===== src/rtl/calc_stack_ctrl.sv =====
// Operand-stack controller: maps push/pop/clear commands onto an external
// simple-dual-port RAM, tracks depth and reports sticky overflow/underflow.
module calc_stack_ctrl #(
    parameter int DWIDTH  = 32,
    parameter int LEN     = 64,
    parameter int LOG_LEN = 6
) (
    input  logic                clk,
    input  logic                rst,
    input  logic                cmd_valid,
    output logic                cmd_ready,
    input  logic [1:0]          cmd_op,
    input  logic [DWIDTH-1:0]   push_data,
    output logic                rsp_valid,
    output logic                rsp_err,
    output logic [DWIDTH-1:0]   rsp_a,
    output logic [DWIDTH-1:0]   rsp_b,
    output logic [LOG_LEN:0]    depth,
    output logic                full,
    output logic                empty,
    output logic                ovf_flag,
    output logic                unf_flag,
    output logic                ram_ena,
    output logic                ram_wea,
    output logic                ram_enb,
    output logic [LOG_LEN-1:0]  ram_addra,
    output logic [LOG_LEN-1:0]  ram_addrb,
    output logic [DWIDTH-1:0]   ram_dla,
    input  logic [DWIDTH-1:0]   ram_doa,
    input  logic [DWIDTH-1:0]   ram_dob
);

    typedef enum logic [1:0] {
        S_IDLE,
        S_WR,
        S_RD,
        S_CAP
    } state_t;

    localparam logic [1:0] OP_PUSH  = 2'b00;
    localparam logic [1:0] OP_POP   = 2'b01;
    localparam logic [1:0] OP_POP2  = 2'b10;
    localparam logic [1:0] OP_CLEAR = 2'b11;

    localparam logic [LOG_LEN:0]   DEPTH_ONE = (LOG_LEN+1)'(1);
    localparam logic [LOG_LEN:0]   DEPTH_TWO = (LOG_LEN+1)'(2);
    localparam logic [LOG_LEN:0]   DEPTH_MAX = (LOG_LEN+1)'(LEN);
    localparam logic [LOG_LEN-1:0] ADDR_ONE  = LOG_LEN'(1);
    localparam logic [LOG_LEN-1:0] ADDR_TWO  = LOG_LEN'(2);

    state_t              r_state;
    logic                r_wr_hold;
    logic                r_pop2;
    logic [LOG_LEN:0]    r_depth;
    logic                r_ovf;
    logic                r_unf;
    logic                r_rsp_valid;
    logic                r_rsp_err;
    logic [DWIDTH-1:0]   r_rsp_a;
    logic [DWIDTH-1:0]   r_rsp_b;
    logic                r_ram_ena;
    logic                r_ram_wea;
    logic                r_ram_enb;
    logic [LOG_LEN-1:0]  r_ram_addra;
    logic [LOG_LEN-1:0]  r_ram_addrb;
    logic [DWIDTH-1:0]   r_ram_dla;

    logic                w_full;
    logic                w_empty;
    logic [LOG_LEN-1:0]  w_addr_top;
    logic [LOG_LEN-1:0]  w_addr_second;

    assign w_full        = (r_depth == DEPTH_MAX);
    assign w_empty       = (r_depth == '0);
    // Address wraps harmlessly when depth==LEN: the low bits are 0, minus 1 gives LEN-1.
    assign w_addr_top    = r_depth[LOG_LEN-1:0] - ADDR_ONE;
    assign w_addr_second = r_depth[LOG_LEN-1:0] - ADDR_TWO;

    // NOTE: all state below uses non-blocking assignments so every register
    // samples pre-edge values; blocking here would create ordering races.
    always_ff @(posedge clk or posedge rst) begin
        if (rst) begin
            r_state     <= S_IDLE;
            r_wr_hold   <= 1'b0;
            r_pop2      <= 1'b0;
            r_depth     <= '0;
            r_ovf       <= 1'b0;
            r_unf       <= 1'b0;
            r_rsp_valid <= 1'b0;
            r_rsp_err   <= 1'b0;
            r_rsp_a     <= '0;
            r_rsp_b     <= '0;
            r_ram_ena   <= 1'b0;
            r_ram_wea   <= 1'b0;
            r_ram_enb   <= 1'b0;
            r_ram_addra <= '0;
            r_ram_addrb <= '0;
            r_ram_dla   <= '0;
        end else begin
            r_rsp_valid <= 1'b0;
            r_rsp_err   <= 1'b0;
            r_ram_ena   <= 1'b0;
            r_ram_wea   <= 1'b0;
            r_ram_enb   <= 1'b0;

            case (r_state)
                S_IDLE: begin
                    if (cmd_valid) begin
                        case (cmd_op)
                            OP_PUSH: begin
                                if (!w_full) begin
                                    r_state     <= S_WR;
                                    r_wr_hold   <= 1'b0;
                                    r_ram_ena   <= 1'b1;
                                    r_ram_wea   <= 1'b1;
                                    r_ram_addra <= r_depth[LOG_LEN-1:0];
                                    r_ram_dla   <= push_data;
                                end else begin
                                    r_ovf       <= 1'b1;
                                    r_rsp_valid <= 1'b1;
                                    r_rsp_err   <= 1'b1;
                                end
                            end
                            OP_POP: begin
                                if (!w_empty) begin
                                    r_state     <= S_RD;
                                    r_pop2      <= 1'b0;
                                    r_ram_enb   <= 1'b1;
                                    r_ram_addrb <= w_addr_top;
                                end else begin
                                    r_unf       <= 1'b1;
                                    r_rsp_valid <= 1'b1;
                                    r_rsp_err   <= 1'b1;
                                end
                            end
                            OP_POP2: begin
                                if (r_depth >= DEPTH_TWO) begin
                                    r_state     <= S_RD;
                                    r_pop2      <= 1'b1;
                                    r_ram_enb   <= 1'b1;
                                    r_ram_addrb <= w_addr_top;
                                    r_ram_ena   <= 1'b1;
                                    r_ram_addra <= w_addr_second;
                                end else begin
                                    r_unf       <= 1'b1;
                                    r_rsp_valid <= 1'b1;
                                    r_rsp_err   <= 1'b1;
                                end
                            end
                            OP_CLEAR: begin
                                r_depth <= '0;
                                r_ovf   <= 1'b0;
                                r_unf   <= 1'b0;
                            end
                        endcase
                    end
                end

                // Write happens in the first WR cycle; the second lets depth
                // commit only after the RAM has sampled the word.
                S_WR: begin
                    if (!r_wr_hold) begin
                        r_wr_hold <= 1'b1;
                    end else begin
                        r_wr_hold <= 1'b0;
                        r_depth   <= r_depth + DEPTH_ONE;
                        r_state   <= S_IDLE;
                    end
                end

                S_RD: begin
                    r_state     <= S_CAP;
                    r_rsp_a     <= ram_dob;
                    r_rsp_b     <= r_pop2 ? ram_doa : '0;
                    r_rsp_valid <= 1'b1;
                end

                S_CAP: begin
                    r_depth <= r_depth - (r_pop2 ? DEPTH_TWO : DEPTH_ONE);
                    r_state <= S_IDLE;
                end

                default: r_state <= S_IDLE;
            endcase
        end
    end

    assign cmd_ready = (r_state == S_IDLE);
    assign rsp_valid = r_rsp_valid;
    assign rsp_err   = r_rsp_err;
    assign rsp_a     = r_rsp_a;
    assign rsp_b     = r_rsp_b;
    assign depth     = r_depth;
    assign full      = w_full;
    assign empty     = w_empty;
    assign ovf_flag  = r_ovf;
    assign unf_flag  = r_unf;
    assign ram_ena   = r_ram_ena;
    assign ram_wea   = r_ram_wea;
    assign ram_enb   = r_ram_enb;
    assign ram_addra = r_ram_addra;
    assign ram_addrb = r_ram_addrb;
    assign ram_dla   = r_ram_dla;

endmodule

===== config.mk =====
export PLATFORM = sky130hd
export DESIGN_NAME = calc_stack_ctrl
export DESIGN_NICKNAME = d
export VERILOG_FILES = /design/src/rtl/calc_stack_ctrl.sv
export SDC_FILE = /design/constraint.sdc
export NUM_CORES = 1
export LEC_CHECK = 0
export CAP_MARGIN = 40
export CELL_PAD_IN_SITES_DETAIL_PLACEMENT = 2
export CELL_PAD_IN_SITES_GLOBAL_PLACEMENT = 2
export CORE_ASPECT_RATIO = 0.9
export CORE_MARGIN = 5
export CORE_UTILIZATION = 28
export DETAILED_ROUTE_END_ITERATION = 8
export PLACE_DENSITY = 0.87
export SLEW_MARGIN = 20
export SYNTH_ARGS = -nofsm -noshare
export SYNTH_HDL_FRONTEND = slang
export SYNTH_SLANG_ARGS = --single-unit

===== constraint.sdc =====
create_clock -name clk -period 11.5 [get_ports clk]
set_input_delay 1.725 -clock clk [delete_from_list [all_inputs] [get_ports clk]]
set_output_delay 1.725 -clock clk [all_outputs]
set_load 0.01 [all_outputs]

=== Word level (Yosys, flattened, before mapping) ===
Cells that the tools add are included.

* Register bits: 126
* Bits of input ports: 101
* Output and inout port bits: 125
* Logic and storage cells: 112

* Add/subtract/negate cells: 4
* $lt $le $gt $ge: 1
* Equal/unequal tests: 22
* Muxes and demuxes: 51
* Bitwise logic cells: 1
* Reductions and logical operators: 17

{| class="wikitable"
|+ Operators by type and width
! kind !! count
|-
| $mux W32 || 1
|-
| $mux W1 || 24
|-
| $mux W6 || 4
|-
| $pmux W6 S2 || 2
|-
| $mux W7 || 3
|-
| $pmux W7 S3 || 1
|-
| $ne A2 B2 Y1 const B || 9
|-
| $reduce_and A4 Y1 || 4
|-
| $reduce_and A5 Y1 || 3
|-
| $mux W2 || 6
|-
| $pmux W1 S2 || 6
|-
| $ne A3 B3 Y1 const B || 3
|-
| $eq A2 B2 Y1 const B || 4
|-
| $pmux W2 S4 || 1
|-
| $reduce_bool A2 Y1 || 4
|-
| $add A7 B1 Y7 const B || 1
|-
| $eq A7 B7 Y1 const B || 1
|-
| $ge A7 B2 Y1 const B || 1
|-
| $logic_not A7 Y1 || 1
|-
| $sub A7 B2 Y7 || 1
|-
| $pmux W1 S3 || 2
|-
| $pmux W2 S3 || 1
|-
| $reduce_and A6 Y1 || 1
|-
| $reduce_bool A3 Y1 || 2
|-
| 7 further kinds || 10
|}

=== Depth between registers and ports, before layout ===
Gate-level depths: netlist of the first run.

* Depth after elaboration: 5
* Mapped depth: 11
* Mapped depth without buffers: 10

=== Worst setup path before layout of the first run ===
No wires, ideal clock.

* Path kind: reg-to-output
* From: reg r_depth[1] (netlist: depth[1])
* To: out full
* Arrival time: 1,355 ps
* Required time: 9,775 ps
* Slack: 8,420 ps
* Cell stages (with the launch flop): 6
* Path buffers: 0
* Cell sequence: dfrtp_1 -> inv_1 -> ha_1 -> nor4b_4 -> nand3b_1 -> inv_1

* Cells in the longest elaborated chain, start to end: 1

{| class="wikitable"
|+ RTL lines
! item !! RTL line !! source
|-
| start, declared || 54 || <nowiki>logic [LOG_LEN:0] r_depth;</nowiki>
|-
| start signal, assigned || 166 || <nowiki>r_depth <= r_depth + DEPTH_ONE;</nowiki>
|-
| start signal, assigned || 179 || <nowiki>r_depth <= r_depth - (r_pop2 ? DEPTH_TWO : DEPTH_ONE);</nowiki>
|-
| $eq A7 B7 Y1 || 73 || <nowiki>assign w_full = (r_depth == DEPTH_MAX);</nowiki>
|-
| end, declared || 19 || <nowiki>output logic full,</nowiki>
|}

No other way between the ends.

=== Worst setup path after layout of the first run ===
Ends and elaborated chain as after synthesis.

==> results of run 1 <==
==> per-layer routing <==
metal	global-route usage	vias up
li1	-	2041
met1	0.194	2254
met2	0.325	140
met3	0.0482	16
met4	0.0466	0
met5	0	-
==> layout by cell type (no fill, tap or decap), drive strengths merged, types with 2 or more instances in the layout <==
master,synthesis,layout
and2,2,2
nand2,98,98
nor3b,5,5
nand3,6,6
clkinvlp,0,2
clkinv,1,4
buf,12,6
mux2,66,66
a22o,2,2
nor2,7,7
clkdlybuf4s50,0,225
ha,15,15
nand2b,3,3
or2,2,2
xor2,6,6
o21ai,53,53
and3,2,2
clkbuf,11,18
nor3,2,2
bufinv,0,3
a21oi,4,4
inv,14,20
dfrtp,126,126
or4,2,2
nand3b,2,2
o31ai,5,5
nand4,3,3
xnor2,3,3
==> per-stage QoR <==
stage / std cells / cell area [um2] / power (uW) / utilization / hold slack, ns
finish: 956 / 8580 / 2480 / 0.451 / 0.486
global placement: 920 / 7880 / 1850 / 0.414 / 0.452
floorplan: 466 / 5400 / 1280 / - / 0.432
detailed placement: 922 / 7920 / 1940 / 0.416 / 0.478
global route: 956 / 8580 / 2640 / 0.451 / 0.515
CTS: 953 / 8520 / 2520 / 0.448 / 0.492
==> path summary, 6_finish.rpt <==
path / depth (start not counted) / endpoint / start / slack [ns]
setup / recovery: 6 / full / depth[1] / 7.21
hold / removal: 2 / rsp_b[12] / rsp_b[12] / 0.49
min in group asynchronous: 2 / rsp_a[14] / rst / 1.53
max in group asynchronous: 5 / ram_dla[11] / rst / 8.73
hold reg to reg: 2 / rsp_b[12] / rsp_b[12] / 0.49
setup reg to reg: 8 / depth[5] / r_pop2 / 8.83
==> flip-flops by register name (all words and copies together), names as in the netlist, 2 cells and up <==
signal	flops
ram_addrb	6
ram_addra	6
depth	7
r_state	2
rsp_a	32
rsp_b	32
ram_dla	32
==> cells by family after synthesis <==
kind of cell	Yosys count	share of synthesized area
XOR/XNOR	9	0.0146
adder cells (fa/ha/maj)	16	0.0385
multiplexers	67	0.140
AO/OA/AOI/OAI	72	0.0747
buffers and inverters	38	0.0306
flip-flops	126	0.584
AND/OR/NAND/NOR	138	0.118
==> synthesized netlist by cell type (all sizes together) <==
library cell,n,area [um2]
a22o,2,17.5
and2,2,12.5
nor3b,5,42.5
nor2,7,28.8
fa,1,20.0
dfrtp,126,3150
nand3,6,35.0
a21boi,1,7.51
nand4,3,18.8
mux2i,1,10.0
a211oi,1,7.51
nand4b,1,8.76
a21oi,4,20.0
nand2b,3,18.8
nor4b,1,23.8
a31oi,1,6.26
xnor2,3,26.3
o2111ai,1,8.76
o22ai,1,6.26
o31ai,5,37.5
mux2,66,743
a311oi,1,8.76
or3,1,6.26
o41ai,1,8.76
buf,12,67.6
inv,14,52.6
xor2,6,52.6
nor3,2,10.0
and3,2,12.5
nor2b,1,6.26
ha,15,188
clkbuf,11,41.3
nand3b,2,15.0
or2,2,12.5
clkinv,1,3.75
or4,2,15.0
o21ai,53,265
o31a,1,8.76
nand2,98,368
==> power breakdown <==
part	internal (uW)	switching [uW]	leakage [uW]
Sequential	658	174	0.00157
Combinational	606	487	0.00181
Clock	344	210	0.000292
==> layout make-up <==
| type | count | area [um2] |
|---|---|---|
| Clock inverter | 14 | 180 |
| Sequential cell | 126 | 3150 |
| Timing Repair Buffer | 232 | 2360 |
| Inverter | 15 | 58.8 |
| Fill cell | 1937 | 10500 |
| Clock buffer | 17 | 425 |
| Multi-Input combinational cell | 302 | 2080 |
| Tap cell | 250 | 313 |
==> worst max-delay path, cell delays in order (launching register included) <==
cell	delay, ns
dfrtp_1	0.46
inv_1	0.23
ha_1	0.21
nor4b_4	0.36
nand3b_1	0.25
inv_1	0.12
clkdlybuf4s50_1	0.54
==> impl_metrics.env, run 1 <==
export IMPL_hp_class="flip-flop to flip-flop"
export IMPL_worst_skew_pair_late_latency_ns=0.41
export IMPL_place_ws_ns=7.46
export IMPL_wl_met2_um=10600
export IMPL_ant_nets=0
export IMPL_layout_min_cycle_time_ns=4.29
export IMPL_rows=48
export IMPL_p_leak_uw=0.00368
export IMPL_ios=226
export IMPL_synth_cell_area_mm2=0.00540
export IMPL_cts_made_buffers=17
export IMPL_clock_skew_ns=0.00894
export IMPL_grt_pass1_vias=5252
export IMPL_drt_iter0_drc=149
export IMPL_drc=0
export IMPL_portBuffers=225
export IMPL_dp_hpwl_um=14400
export IMPL_clkTransAtPathRegs_ns=0.06
export IMPL_start_util=0.283
export IMPL_avgSynthCellArea_um2=11.6
export IMPL_critPathKind="flip-flop to output port"
export IMPL_num_antenna_cells=0
export IMPL_vias=4451
export IMPL_start_kind="flip-flop"
export IMPL_cap_viol_max_count=0
export IMPL_tns_ns=0
export IMPL_peakVddDrop_uv=94.0
export IMPL_grt_pass1_wl_um=30100
export IMPL_grt_overflow=0
export IMPL_cts_resized=0
export IMPL_fp_dieArea_mm2=0.0221
export IMPL_crit_required_ns=9.78
export IMPL_core_area_mm2=0.0190
export IMPL_cts_tree="done"
export IMPL_cp_arrival_ns=2.57
export IMPL_die_y_um=142
export IMPL_groute_usage_overall=0.174
export IMPL_wl_met3_um=1170
export IMPL_tightest_slew_ns=0.680
export IMPL_viasPerCell=4.66
export IMPL_worstSetupEndpointType="output port"
export IMPL_cts_root_buf="clkbuf_16"
export IMPL_finalSetupViolCount=0
export IMPL_rsz0062_at_grt="no"
export IMPL_yosysSeqAreaShare=0.584
export IMPL_fmax_mhz=233
export IMPL_wirelength_um=19400
export IMPL_syn_inst=466
export IMPL_status="complete, no violations"
export IMPL_die_w_um=156
export IMPL_nets=811
export IMPL_highest_layer="met4"
export IMPL_wl_per_cell_um=20.3
export IMPL_clockBufferDepth=2
export IMPL_fin_ws_ns=7.21
export IMPL_dr_pass1_iters=4
export IMPL_p_per_area_mw_per_mm2=289
export IMPL_post_synth_num_cell_types=43
export IMPL_synthesis_nets=583
export IMPL_numClockSinks=126
export IMPL_antenna_found_initial=0
export IMPL_wl_met1_um=7370
export IMPL_crit_fanout=6
export IMPL_ys_seq_elements=126
export IMPL_gp_congestion=0.829
export IMPL_report_final_hold_viol_count=0
export IMPL_drive_gt1_frac=0.160
export IMPL_post_cts_repair_setup_buffers=0
export IMPL_ctsHtreeMaxLevel=4
export IMPL_fin_crit_sh=0.373
export IMPL_slew_headroom=0.546
export IMPL_synthToLayoutAreaGrowth_pct=59.0
export IMPL_slew_viol_final=0
export IMPL_postCtsHoldBufs=0
export IMPL_yosysWarnings=0
export IMPL_grt_max_degree=60
Note: power is estimated with default switching activity, not from simulation.
==> run 2, diff against run 1 <==
--- a/config.mk
+++ b/config.mk
@@ -10,9 +10,9 @@
 export CELL_PAD_IN_SITES_GLOBAL_PLACEMENT = 2
 export CORE_ASPECT_RATIO = 0.9
 export CORE_MARGIN = 5
-export CORE_UTILIZATION = 28
+export CORE_UTILIZATION = 23
 export DETAILED_ROUTE_END_ITERATION = 8
-export PLACE_DENSITY = 0.87
+export PLACE_DENSITY = 0.77
 export SLEW_MARGIN = 20
 export SYNTH_ARGS = -nofsm -noshare
 export SYNTH_HDL_FRONTEND = slang
==> constraint.sdc (replaced) <==
create_clock -name clk -period 3.7 [get_ports clk]
set_input_delay 0.555 -clock clk [delete_from_list [all_inputs] [get_ports clk]]
set_output_delay 0.555 -clock clk [all_outputs]
set_load 0.01 [all_outputs]
==> impl_metrics.env, run 2 (synthesized netlist as in run 1, its figures left out) <==
export IMPL_ios=226
export IMPL_peakVddDrop_uv=293
export IMPL_final_cell_area_mm2=0.00861
export IMPL_crit_slowest_cell="clkdlybuf4s50_1"
export IMPL_worstSetupEndpointType="output port"
export IMPL_cts_resized=0
export IMPL_final_common_cell="clkdlybuf4s50_1"
export IMPL_seqCellArea_mm2=0.00315
export IMPL_start_kind="flip-flop"
export IMPL_fp_dieArea_mm2=0.0266
export IMPL_die_y_um=155
export IMPL_grt_overflow=0
export IMPL_drt_iter0_drc=145
export IMPL_hp_class="flip-flop to flip-flop"
export IMPL_status="complete, no violations"
export IMPL_rows=53
export IMPL_tightest_slew_ns=0.698
export IMPL_critPathBufInv=3
export IMPL_fmax_mhz=326
export IMPL_worst_skew_pair_late_latency_ns=0.41
export IMPL_vias=4430
export IMPL_crit_required_ns=3.14
export IMPL_core_area_mm2=0.0232
export IMPL_wl_per_cell_um=18.9
export IMPL_critPathKind="flip-flop to output port"
export IMPL_ant_nets=0
export IMPL_finalSetupViolCount=0
export IMPL_num_antenna_cells=0
export IMPL_grt_pass1_vias=5097
export IMPL_report_final_hold_viol_count=0
export IMPL_fin_crit_sh=0.829
export IMPL_fin_ws_ns=0.634
export IMPL_post_dp_cell_area_mm2=0.00800
export IMPL_synthToLayoutAreaGrowth_pct=59.7
export IMPL_antenna_found_initial=0
export IMPL_groute_usage_overall=0.142
export IMPL_clock_skew_ns=0.00917
export IMPL_ctsHtreeMaxLevel=4
export IMPL_cp_top_family="buffers and inverters"
export IMPL_dp_hpwl_um=14400
export IMPL_worst_path_most_repeated_cell="inv_1"
export IMPL_nets=812
export IMPL_portBuffers=225
export IMPL_clkTransAtPathRegs_ns=0.06
export IMPL_drive_gt1_frac=0.161
export IMPL_start_util=0.232
export IMPL_drc=0
export IMPL_post_cts_repair_setup_buffers=0
export IMPL_cap_viol_max_count=0
export IMPL_layout_min_cycle_time_ns=3.07
export IMPL_crit_fanout=6
export IMPL_p_leak_uw=0.00366
export IMPL_cpPeakStageDelay_ns=0.56
export IMPL_crit_chain="inv_1 -> ha_1 -> nor4b_4 -> nand3b_1 -> inv_1 -> clkdlybuf4s50_1"
export IMPL_cts_root_buf="clkbuf_16"
export IMPL_final_cell_mix="clkdlybuf4s50_1, dfrtp_1, nand2_1"
export IMPL_viasPerCell=4.39
export IMPL_cts_tree="done"
export IMPL_postCtsHoldBufs=0
export IMPL_tns_ns=0
export IMPL_gp_congestion=0.833
export IMPL_wirelength_um=19100
export IMPL_grt_max_degree=127
export IMPL_clockBufferDepth=2
export IMPL_p_per_area_mw_per_mm2=888
export IMPL_numClockSinks=126
export IMPL_cp_arrival_ns=2.51
export IMPL_multi_input_area_mm2=0.00208
export IMPL_die_w_um=171
export IMPL_ff2ff_setup_slack_ns=1.15
export IMPL_place_ws_ns=0.794
export IMPL_dr_pass1_iters=4
export IMPL_rsz0062_at_grt="no"
export IMPL_grt_pass1_wl_um=29500
export IMPL_slew_headroom=0.535
export IMPL_slew_viol_final=0
export IMPL_cts_made_buffers=17
export IMPL_fillers=2419
run 2: cell types whose count changed in the layout (fill, tap and decap cells not counted), moves of 2 or more:
cell | before | now
buf_4 | 2 | 4
bufinv_16 | 3 | 1
clkbuf_8 | 0 | 3
clkinvlp_4 | 2 | 4
run 2: report_power, final:
group	leakage (uW)	switching [uW]	internal (uW)
Sequential	0.00157	483	2040
Clock	0.000283	677	996
Combinational	0.00180	1560	1900
run 2: metrics by stage:
step | cells | hold slack, ns | power [uW] | util
2_1_floorplan | 466 | 0.432 | 3970 | -
3_3_place_gp | 975 | 0.451 | 5830 | 0.344
3_5_place_dp | 976 | 0.477 | 6070 | 0.345
4_1_cts | 1008 | 0.491 | 7820 | 0.370
5_1_grt | 1010 | 0.519 | 8170 | 0.371
6_report | 1010 | 0.485 | 7650 | 0.371
run 2: final cells by class:
| cell class | count | share of cell area |
|---|---|---|
| sequential | 126 | 0.366 |
| timing repair buffer | 233 | 0.272 |
| multi-input combinational | 302 | 0.242 |
| clock buffer | 20 | 0.0542 |
| tap | 302 | 0.0439 |
| clock inverter | 12 | 0.0145 |
| inverter | 15 | 0.00697 |
run 2: worst paths after layout:
| path | from | to | cells past startpoint |
|---|---|---|---|
| worst min register to register | r_wr_hold | r_wr_hold | 1 |
| min in group asynchronous | rst | ram_dla[26] | 3 |
| worst max-delay path | depth[1] | full | 6 |
| worst min-delay path | r_wr_hold | r_wr_hold | 1 |
| worst max register to register | depth[1] | r_pop2 | 6 |
| max in group asynchronous | rst | rsp_b[6] | 3 |
run 2: routing by layer:
metal / share of wire / GRT usage / vias up
met2: 0.54 / 0.262 / 139
li1: - / - / 2045
met5: 0 / 0 / -
met1: 0.39 / 0.159 / 2217
met4: 0.020 / 0.0509 / 0
met3: 0.051 / 0.0338 / 29
==> run 3, diff against run 2 <==
--- a/config.mk
+++ b/config.mk
@@ -10,9 +10,9 @@
 export CELL_PAD_IN_SITES_GLOBAL_PLACEMENT = 2
 export CORE_ASPECT_RATIO = 0.9
 export CORE_MARGIN = 5
-export CORE_UTILIZATION = 23
+export CORE_UTILIZATION = 26
 export DETAILED_ROUTE_END_ITERATION = 8
-export PLACE_DENSITY = 0.77
+export PLACE_DENSITY = 0.82
 export SLEW_MARGIN = 20
 export SYNTH_ARGS = -nofsm -noshare
 export SYNTH_HDL_FRONTEND = slang
==> constraint.sdc (replaced) <==
create_clock -name clk -period 3 [get_ports clk]
set_input_delay 0.45 -clock clk [delete_from_list [all_inputs] [get_ports clk]]
set_output_delay 0.45 -clock clk [all_outputs]
set_load 0.01 [all_outputs]
==> impl_metrics.env, run 3 (synthesized netlist as in run 1, its figures left out) <==
export IMPL_grt_overflow=0
export IMPL_ctsHtreeMaxLevel=4
export IMPL_groute_usage_overall=0.160
export IMPL_numClockSinks=126
export IMPL_clockBufferDepth=2
export IMPL_rsz0062_at_grt="no"
export IMPL_slew_viol_final=0
export IMPL_cap_viol_max_count=0
export IMPL_fin_crit_sh=0.931
export IMPL_final_common_cell="clkdlybuf4s50_1"
export IMPL_status="complete, no violations"
export IMPL_cts_tree="done"
export IMPL_grt_pass1_wl_um=29700
export IMPL_postCtsHoldBufs=0
export IMPL_portBuffers=225
export IMPL_crit_fanout=5
export IMPL_num_antenna_cells=0
export IMPL_critPathKind="flip-flop to output port"
export IMPL_finalSetupViolCount=0
export IMPL_start_util=0.262
export IMPL_drc=0
export IMPL_grt_pass1_vias=5009
export IMPL_drive_gt1_frac=0.166
export IMPL_fp_dieArea_mm2=0.0237
export IMPL_layout_min_cycle_time_ns=2.79
export IMPL_rows=50
export IMPL_cts_made_buffers=17
export IMPL_ant_nets=0
export IMPL_cp_arrival_ns=2.34
export IMPL_p_leak_uw=0.00366
export IMPL_clock_skew_ns=0.0142
export IMPL_die_w_um=162
export IMPL_hp_class="flip-flop to flip-flop"
export IMPL_nets=815
export IMPL_worst_skew_pair_late_latency_ns=0.42
export IMPL_tightest_slew_ns=0.802
export IMPL_wirelength_um=18900
export IMPL_dp_hpwl_um=14100
export IMPL_antenna_found_initial=0
export IMPL_worstSetupEndpointType="output port"
export IMPL_core_area_mm2=0.0206
export IMPL_fin_util=0.416
export IMPL_vias=4470
export IMPL_clkTransAtPathRegs_ns=0.06
export IMPL_viasPerCell=4.60
export IMPL_p_per_area_mw_per_mm2=1100
export IMPL_final_cell_mix="clkdlybuf4s50_1, dfrtp_1, nand2_1"
export IMPL_start_kind="flip-flop"
export IMPL_wl_per_cell_um=19.5
export IMPL_gp_congestion=0.748
export IMPL_finalPower_uw=9450
export IMPL_tns_ns=0
export IMPL_dr_pass1_iters=4
export IMPL_crit_required_ns=2.55
export IMPL_drt_iter0_drc=134
export IMPL_hold_slack_ns=0.479
export IMPL_peakVddDrop_uv=358
export IMPL_cts_root_buf="clkbuf_16"
export IMPL_grt_max_degree=127
export IMPL_report_final_hold_viol_count=0
export IMPL_ios=226
export IMPL_slew_headroom=0.465
export IMPL_fmax_mhz=358
export IMPL_synthToLayoutAreaGrowth_pct=58.8
export IMPL_die_y_um=147
run 3: path summary, 6_finish.rpt:
| kind | slack (ns) | start | cells past startpoint | to |
|---|---|---|---|---|
| setup / recovery | 0.21 | depth[0] | 6 | full |
| hold / removal | 0.48 | rsp_b[3] | 2 | rsp_b[3] |
| setup reg to reg | 0.52 | r_state[1] | 9 | depth[5] |
| hold reg to reg | 0.48 | rsp_b[3] | 2 | rsp_b[3] |
| max in group asynchronous | 1.89 | rst | 3 | rsp_b[17] |
| min in group asynchronous | 0.62 | rst | 3 | rsp_a[18] |
run 3: area by class of cell:
| cell class | count | area (um2) |
|---|---|---|
| tap | 260 | 325 |
| fill | 2156 | 12000 |
| sequential | 126 | 3150 |
| clock inverter | 14 | 146 |
| inverter | 15 | 60.1 |
| timing repair buffer | 236 | 2360 |
| multi-input combinational | 302 | 2080 |
| clock buffer | 18 | 439 |
run 3: metal layers:
layer	GRT usage	wire length [um]
met4	0.0478	331
met5	0	0
met1	0.183	7580
met3	0.0449	891
met2	0.289	10100
run 3: power breakdown:
part           leakage, uW  internal, uW  switching, uW
clock             0.000276          1190            869
sequential         0.00157          2520            546
combinational      0.00181          2370           1960
run 3: what timing repair did:
action / CTS / global route
setup buffers: 0 / 2
resized for setup: 0 / 1
setup endpoints to repair: 0 / 1
run 3: worst max-delay path, cell delays in order, from the launching register on:
cell	delay (ns)
dfrtp_1	0.42
inv_1	0.20
ha_1	0.19
nor4b_4	0.28
nand3b_1	0.19
inv_1	0.09
clkdlybuf4s50_1	0.54
run 3: metrics by stage:
| step | instance area [um2] | cells | setup WS [ns] |
|---|---|---|---|
| after floorplan | 5400 | 466 | 0.852 |
| after global placement | 7970 | 937 | 0.600 |
| after detailed placement | 7970 | 937 | 0.414 |
| after CTS | 8550 | 969 | 0.0186 |
| after global routing | 8570 | 971 | 0.0872 |
| final | 8570 | 971 | 0.208 |
